**src/rtl/vram_pkg.sv**
```systemverilog
// Shared types and default sizes for the frame-memory port arbiter.
// A read tag records the owner of an issued access and whether its address was out of range.
package vram_pkg;

   localparam int DEF_ADDR_W      = 14;
   localparam int DEF_DATA_W      = 32;
   localparam int DEF_FRAME_WORDS = 10000;

   typedef enum logic [1:0] {
      OWN_NONE = 2'd0,
      OWN_VGA  = 2'd1,
      OWN_CPU  = 2'd2
   } owner_e;

   typedef struct packed {
      logic   valid;
      owner_e owner;
      logic   oob;
   } rd_tag_t;

endpackage

```
**src/rtl/vram_rd_tag_pipe.sv**
```systemverilog
// Fixed-depth shift register carrying read tags alongside the RAM access latency.
// An asynchronous clear drops every in-flight tag.
module vram_rd_tag_pipe
   import vram_pkg::*;
#(
   parameter int DEPTH = 2
) (
   input  logic    clk,
   input  logic    rst_n,
   input  rd_tag_t tag_in,
   output rd_tag_t tag_out
);

   rd_tag_t stage_q [DEPTH];
   rd_tag_t stage_d [DEPTH];

   always_comb begin
      stage_d[0] = tag_in;
      for (int i = 1; i < DEPTH; i++) begin
         stage_d[i] = stage_q[i-1];
      end
   end

   always_ff @(posedge clk or negedge rst_n) begin
      if (!rst_n) begin
         for (int i = 0; i < DEPTH; i++) begin
            stage_q[i] <= '0;
         end
      end else begin
         stage_q <= stage_d;
      end
   end

   assign tag_out = stage_q[DEPTH-1];

endmodule

```
**src/rtl/vram_port_arbiter.sv**
```systemverilog
// Shares one frame-memory port between the VGA scan-out reader and a CPU/DMA requester.
// VGA has priority; a starvation counter forces a CPU grant after MAX_STARVE back-to-back VGA wins.
module vram_port_arbiter
   import vram_pkg::*;
#(
   parameter int ADDR_W      = DEF_ADDR_W,
   parameter int DATA_W      = DEF_DATA_W,
   parameter int FRAME_WORDS = DEF_FRAME_WORDS,
   parameter int RD_LAT      = 1,
   parameter int MAX_STARVE  = 8
) (
   input  logic              clk,
   input  logic              rst,
   input  logic              vga_req,
   input  logic [ADDR_W-1:0] vga_addr,
   output logic              vga_gnt,
   output logic              vga_rvalid,
   output logic [DATA_W-1:0] vga_rdata,
   input  logic              cpu_req,
   input  logic              cpu_we,
   input  logic [ADDR_W-1:0] cpu_addr,
   input  logic [DATA_W-1:0] cpu_wdata,
   output logic              cpu_gnt,
   output logic              cpu_rvalid,
   output logic [DATA_W-1:0] cpu_rdata,
   output logic              cpu_err,
   output logic [ADDR_W-1:0] mem_addr,
   output logic [DATA_W-1:0] mem_data,
   output logic              mem_wren,
   input  logic [DATA_W-1:0] mem_q
);

   localparam int SW = $clog2(MAX_STARVE + 1);
   localparam logic [ADDR_W:0] FRAME_LIM = (ADDR_W+1)'(FRAME_WORDS);

   function automatic logic is_oob(input logic [ADDR_W-1:0] a);
      return {1'b0, a} >= FRAME_LIM;
   endfunction

   logic [ADDR_W-1:0] mem_addr_q, mem_addr_d;
   logic [DATA_W-1:0] mem_data_q, mem_data_d;
   logic              mem_wren_q, mem_wren_d;
   logic [SW-1:0]     starve_cnt_q, starve_cnt_d;
   logic              cpu_err_q, cpu_err_d;
   logic              vga_rvalid_q, vga_rvalid_d;
   logic              cpu_rvalid_q, cpu_rvalid_d;
   logic [DATA_W-1:0] vga_rdata_q, vga_rdata_d;
   logic [DATA_W-1:0] cpu_rdata_q, cpu_rdata_d;

   logic    starved;
   logic    vga_gnt_c, cpu_gnt_c;
   logic    sel_oob;
   rd_tag_t tag_in, tag_out;

   // Grants are combinational; both are held low while reset is asserted.
   always_comb begin
      starved   = (starve_cnt_q == SW'(MAX_STARVE));
      cpu_gnt_c = rst && cpu_req && (!vga_req || starved);
      vga_gnt_c = rst && vga_req && !cpu_gnt_c;
      sel_oob   = is_oob(cpu_gnt_c ? cpu_addr : vga_addr);
   end

   always_comb begin
      mem_addr_d   = mem_addr_q;
      mem_data_d   = mem_data_q;
      mem_wren_d   = 1'b0;
      cpu_err_d    = 1'b0;
      starve_cnt_d = starve_cnt_q;
      tag_in       = '0;

      if (vga_gnt_c) begin
         mem_addr_d   = vga_addr;
         tag_in.valid = 1'b1;
         tag_in.owner = OWN_VGA;
         tag_in.oob   = sel_oob;
      end else if (cpu_gnt_c) begin
         mem_addr_d   = cpu_addr;
         mem_data_d   = cpu_wdata;
         mem_wren_d   = cpu_we && !sel_oob;
         cpu_err_d    = sel_oob;
         tag_in.valid = !cpu_we;
         tag_in.owner = OWN_CPU;
         tag_in.oob   = sel_oob;
      end

      if (!cpu_req || cpu_gnt_c) begin
         starve_cnt_d = '0;
      end else if (vga_gnt_c && !starved) begin
         starve_cnt_d = starve_cnt_q + SW'(1);
      end
   end

   // Read return: the tag leaving the pipe lines up with mem_q for that access.
   always_comb begin
      vga_rvalid_d = 1'b0;
      cpu_rvalid_d = 1'b0;
      vga_rdata_d  = vga_rdata_q;
      cpu_rdata_d  = cpu_rdata_q;
      if (tag_out.valid && tag_out.owner == OWN_VGA) begin
         vga_rvalid_d = 1'b1;
         vga_rdata_d  = tag_out.oob ? '0 : mem_q;
      end else if (tag_out.valid && tag_out.owner == OWN_CPU) begin
         cpu_rvalid_d = 1'b1;
         cpu_rdata_d  = tag_out.oob ? '0 : mem_q;
      end
   end

   vram_rd_tag_pipe #(
      .DEPTH (RD_LAT + 1)
   ) u_tag_pipe (
      .clk     (clk),
      .rst_n   (rst),
      .tag_in  (tag_in),
      .tag_out (tag_out)
   );

   always_ff @(posedge clk or negedge rst) begin
      if (!rst) begin
         mem_addr_q   <= '0;
         mem_data_q   <= '0;
         mem_wren_q   <= 1'b0;
         starve_cnt_q <= '0;
         cpu_err_q    <= 1'b0;
         vga_rvalid_q <= 1'b0;
         cpu_rvalid_q <= 1'b0;
         vga_rdata_q  <= '0;
         cpu_rdata_q  <= '0;
      end else begin
         mem_addr_q   <= mem_addr_d;
         mem_data_q   <= mem_data_d;
         mem_wren_q   <= mem_wren_d;
         starve_cnt_q <= starve_cnt_d;
         cpu_err_q    <= cpu_err_d;
         vga_rvalid_q <= vga_rvalid_d;
         cpu_rvalid_q <= cpu_rvalid_d;
         vga_rdata_q  <= vga_rdata_d;
         cpu_rdata_q  <= cpu_rdata_d;
      end
   end

   assign vga_gnt    = vga_gnt_c;
   assign cpu_gnt    = cpu_gnt_c;
   assign mem_addr   = mem_addr_q;
   assign mem_data   = mem_data_q;
   assign mem_wren   = mem_wren_q;
   assign cpu_err    = cpu_err_q;
   assign vga_rvalid = vga_rvalid_q;
   assign cpu_rvalid = cpu_rvalid_q;
   assign vga_rdata  = vga_rdata_q;
   assign cpu_rdata  = cpu_rdata_q;

endmodule

```
**config.mk**
```make
export PLATFORM = sky130hd
export DESIGN_NAME = vram_port_arbiter
export DESIGN_NICKNAME = d
export VERILOG_FILES = /design/src/rtl/vram_pkg.sv /design/src/rtl/vram_rd_tag_pipe.sv /design/src/rtl/vram_port_arbiter.sv
export SDC_FILE = /design/constraint.sdc
export NUM_CORES = 1
export LEC_CHECK = 0
export ABC_AREA = 0
export CORE_AREA = 5 5 115 117
export CTS_CLUSTER_SIZE = 14
export DETAILED_ROUTE_END_ITERATION = 12
export DIE_AREA = 0 0 120 122
export GPL_TIMING_DRIVEN = 0
export MAX_ROUTING_LAYER = met4
export PLACE_DENSITY = 0.75
export SLEW_MARGIN = 20
export SYNTH_ARGS = -nofsm -noshare
export SYNTH_HDL_FRONTEND = slang
export SYNTH_SLANG_ARGS = --single-unit
```
**constraint.sdc**
```tcl
create_clock -name clk -period 2.5 [get_ports clk]
set_clock_uncertainty 0.1 [all_clocks]
set_input_delay 0.5 -clock clk [delete_from_list [all_inputs] [get_ports clk]]
set_output_delay 0.5 -clock clk [all_outputs]
set_load 0.05 [all_outputs]
```
[After elaboration in Yosys (flattened, before gate mapping)]
Cells that the tools add are included.
Cells by class
  $add $sub $neg: 1
  bitwise gates (word level): 2
  reduce and logical (&&, ||, !) cells: 20
  order comparisons: 1
  equality and inequality tests: 3
  multiplexer cells: 15
Operators with widths (count)
  14-bit two-way mux: 3
  32-bit two-way mux: 1
  4-bit two-way mux: 4
  14-bit >= comparator, second input constant: 1
  1-bit logical AND: 8
  1-bit two-way mux: 7
  1-bit zero test: 6
  4-bit by 1-bit adder with 4-bit output, second input constant: 1
  4-bit == test, second input constant: 1
  2-bit AND reduction: 2
  2-bit nonzero test: 2
  2-bit by 1-bit == test with 1-bit output, second input constant: 1
  2-bit == test, second input constant: 1
  1-bit logical OR: 2
  1-bit inverter: 2
Storage, ports and cells
  input port bits: 97
  word-level logic and storage cells: 57
  bits in registers: 126
  output and inout bits: 116

[Longest topological paths before layout]
  depth after elaboration: 9
  gate-level depth with buffers: 8
  depth with buffers taken out: 6

[Modules after synthesis]
From an unflattened synthesis, not the netlist that was laid out.
Second synthesis, totals
  cells, all modules: 421
  area, all modules: 4954.8 um^2
Modules (own cells, without submodules)
  vram_port_arbiter: sequential area each 2952.8 um^2, cells each 413, area each 4754.6 um^2, instances 1
  vram_rd_tag_pipe: sequential area each 200.2 um^2, cells each 8, area each 200.2 um^2, instances 1

[Worst setup path after synthesis]
OpenSTA, ideal clock, no wires.
  path type: register to output
  from: reg starve_cnt_q[0]
  to: out vga_gnt
  stages on the path, launching flop included: 8
  path buffers: 2
  slack: 0.107 ns
  data arrival time: 1.793 ns
  required time: 1.900 ns
  cell sequence: dfrtp_1 -> inv_1 -> ha_1 -> nand3b_4 -> a21oi_2 -> buf_6 -> buf_6 -> nor2_1
Between the ends
  longest elaborated chain between the ends: 5
Ends and longest elaborated chain
  start, declared: line vram_port_arbiter.sv:43  | logic [SW-1:0] starve_cnt_q, starve_cnt_d;
  start signal, assigned: line vram_port_arbiter.sv:132  | starve_cnt_q <= starve_cnt_d;
  4-bit == test: line vram_port_arbiter.sv:57  | starved = (starve_cnt_q == SW'(MAX_STARVE));
  1-bit logical OR: line vram_port_arbiter.sv:58  | cpu_gnt_c = rst && cpu_req && (!vga_req || starved);
  1-bit logical AND: line vram_port_arbiter.sv:58
  net cpu_gnt: line vram_port_arbiter.sv:23  | output logic cpu_gnt,
  1-bit zero test: line vram_port_arbiter.sv:59  | vga_gnt_c = rst && vga_req && !cpu_gnt_c;
  1-bit logical AND: line vram_port_arbiter.sv:59
  end, declared: line vram_port_arbiter.sv:16  | output logic vga_gnt,
The timed path passes the listed nets, and every way through them passes these cells.

[Worst setup path after layout]
  from: reg starve_cnt_q[1]
  to: out vga_gnt
Between the ends
  longest elaborated chain between the ends: 5
Ends and longest elaborated chain (line)
  4-bit == test: vram_port_arbiter.sv:57
  1-bit logical OR: vram_port_arbiter.sv:58
  1-bit logical AND: vram_port_arbiter.sv:58
  1-bit zero test: vram_port_arbiter.sv:59
  1-bit logical AND: vram_port_arbiter.sv:59
Every way passes these cells.

==> run_results.csv <==
group,metric,value,unit
sta,hold_slack,0.0443,ns
die,initial_utilization,0.404,
setup_path,arrival,1.82,ns
power_and_ir_drop,ir_worst_vdd,0.377,mV
setup_path,critPathCaptureType,"output port",
placed_design,port_buffers,212,
yosys,postSynthCellCount,421,
setup_path,worstPathRequired,1.90,ns
routing,highest_layer,"met4",
sta,slew_viol_final,0,
clock_tree,cts_buffers,17,
run,max_cap_violations,0,
setup_path,critPathKind,"reg2out",
sta,max_freq,414,MHz
final_layout,layout.nets,763,
final_layout,stdcell_count,827,
global_route,grt_pass1_vias,4437,
power_and_ir_drop,p_per_area,1020,nW/µm²
routing,wl_per_cell,17.9,µm
placed_design,hpwlAfterDp,10.7,mm
sta,min_period,2.42,ns
routing,ant_nets,0,
final_layout,n_antenna_cell,0,
clock_tree,cts_tree,"built",
clock_tree,cts_root_buf,"clkbuf_16",
yosys,synth_area,4950,µm²
yosys,ys_types,28,
setup_path,startpoint,"starve_cnt_q[1]",
clock_tree,cts_buffer_depth,2,
final_layout,final_common_cell,"clkdlybuf4s50_1",
sta,fin_crit_sh,0.967,
placed_design,routabilityCongestion,0.865,
die,die_h,122,µm
yosys,yosysSeqAreaShare,0.637,
routing,route.met3.wl,997,µm
setup_path,crit_family,"buffers and inverters",
sta,maxSlewHeadroom,0.492,
routing,drt-initial-drc-count,199,
sta,hold_viol_final,0,
final_layout,layout_common_cells,"clkdlybuf4s50_1, dfrtp_1, nand2_1",
routing,wl,14.8,mm
final_layout,fillers,964,
setup_path,worst-path-buf-inv,4,
sta,finalSetupViolations,0,
routing,wl_met2,7.61,mm
global_route,grt_pass1_wl,23.0,mm
setup_path,crit_chain,"inv_1, ha_4, nand3b_4, a21oi_4, buf_6, buf_6, nor2_2, buf_6",
clock_tree,cts_htree_levels,4,
final_layout,syn_to_final_growth,64.6,%
die,num_io_pins,213,
setup_path,regToRegSetupSlack,0.50,ns
routing,vias,4165,
die,rows,41,
final_layout,drive_above_1_share,0.105,
power_and_ir_drop,p_leak,0.00358,µW
clock_tree,clkLatencyLatePin,0.40,ns
global_route,antenna_found_initial,0,
yosys,synth_seq_cells,126,
die,die-area,14600,µm²
global_route,grt_max_degree,34,
global_route,grt.total_usage,0.208,
routing,firstDrtPassIters,4,
power_and_ir_drop,p_total,8290,µW
yosys,yosysWarnings,0,
clock_tree,path_clk_slew,0.06,ns
setup_path,r2r_end,"mem_data[29]",
setup_path,crit_top_cell,"buf_6",
setup_path,crit_path_max_incr_delay,0.39,ns
placed_design,placedCellCount,784,
final_layout,stdcell_area,8150,µm²
setup_path,cp_slowest_cell,"dfrtp_1",
sta,worst_pin_slew,0.760,ns
routing,route.detailed.drc,0,
setup_path,rr_worst_depth,8,
die,core_area,12300,µm²
setup_path,crit_fanout,10,
clock_tree,cts.sinks,126,
setup_path,rr_startpoint,"starve_cnt_q[1]",
run_status,outcome,"finished, final reports clean",
yosys,synth_fp_nets,520,
setup_path,cp-start-kind,"flip-flop",
global_route,grt_remaining_overflow,0,
min_path,hold_class,"in2async",
yosys,syn_avg_cell_area,11.8,µm²
routing,wl_met1,6.00,mm
placed_design,placed_area,7290,µm²
die,die_x,120,µm
routing,viasPerCell,5.04,
[tightest hold or removal path, cell delays in order]
cell	delay, ns
buf_16	0.10
buf_12	0.10
buf_12	0.18
[cells in the mapped netlist]
cell type  number  area share
nand3b_1        4      0.0061
a21oi_1         3      0.0030
a21oi_2         1      0.0018
nand4_1         1      0.0013
nand2b_1       32       0.040
a31o_2          1      0.0018
nor3b_1        14       0.021
buf_2           5      0.0051
o22ai_1         1      0.0013
nor2_1          4      0.0030
mux2i_1         1      0.0020
o21ai_1         1      0.0010
dfrtp_1       126        0.64
ha_1            2      0.0051
inv_1           6      0.0046
and2_1          2      0.0025
nor4_1          2      0.0025
o21ai_0        69       0.070
nand2_1        71       0.054
mux2_1         20       0.046
a221o_1        14       0.028
buf_6           5       0.011
nand3_1         3      0.0030
or4b_1          1      0.0020
nand3b_4        1      0.0040
clkbuf_1       18       0.014
mux2_2         12       0.027
a31oi_1         1      0.0013
[state kept, by name, summed over array words and instances, names as in the netlist, 4 cells and up]
signal              count
vga_rdata              32
u_tag_pipe.tag_out      4
cpu_rdata              32
mem_addr               14
starve_cnt_q            4
u_tag_pipe.stage_d      4
mem_data               32
[metal layers]
metal / up-vias / global-route usage
met5: - / -
met3: 19 / 0.0529
met4: 0 / 0.0630
li1: 1928 / -
met2: 160 / 0.349
met1: 2058 / 0.248
[area by class of cell]
cell class              instances  area [µm²]  share of cell area
plain buffers                  28         149              0.0183
clock buffers                  22         464              0.0570
clock inverters                10         161              0.0198
inverters                       6        22.5             0.00276
multi-input cells             261        1650               0.202
flip-flops and latches        126        3150               0.387
well taps                     150         188              0.0230
repair buffers                224        2360               0.290
[power by group]
| part | leakage, µW | total (µW) | internal (µW) | switching [µW] |
|---|---|---|---|---|
| clock network | 0.000296 | 2580 | 1720 | 858 |
| registers | 0.00154 | 2680 | 2450 | 231 |
| logic | 0.00174 | 3020 | 1050 | 1980 |
| total | 0.00358 | 8290 | 5220 | 3070 |
[kinds of logic (layout without fill, tap and decap cells)]
| family | after synthesis | after routing | synth area share |
|---|---|---|---|
| adders and majority gates | 2 | 2 | 0.00506 |
| AOI/OAI and AO/OA | 91 | 91 | 0.108 |
| and+or+nand+nor | 135 | 135 | 0.140 |
| DFF | 126 | 126 | 0.637 |
| muxes | 33 | 33 | 0.0748 |
| buffers and inverters | 34 | 290 | 0.0346 |
[worst max path at each step]
stage	to	slack (ns)	cells after the start
5_1_grt	vga_gnt	-0.004	8
4_1_cts	vga_gnt	0.02	8
3_3_place_gp	cpu_gnt	-5.21	7
6_report	vga_gnt	0.08	8
2_1_floorplan	vga_gnt	0.11	7
3_5_place_dp	cpu_gnt	-1.17	8
[metrics by stage]
step	util	setup slack (ns)	setup TNS, ns
floorplan	-	0.107	0
global placement	0.592	-5.21	-740.54
detailed placement	0.594	-1.17	-16.08
CTS	0.662	0.0178	0
global route	0.664	-0.00371	-0.00371
finish	0.664	0.0817	0
[what timing repair did]
action | in CTS | in global routing
hold buffers | 4 | 0
endpoints found under the setup margin | 2 | 1
resized for setup | 19 | 3
setup buffers | 2 | 2
gates cloned | 3 | 0
hold endpoints to repair | 60 | 0
pin swaps | 1 | 1
(Power assumes the default switching activity.)
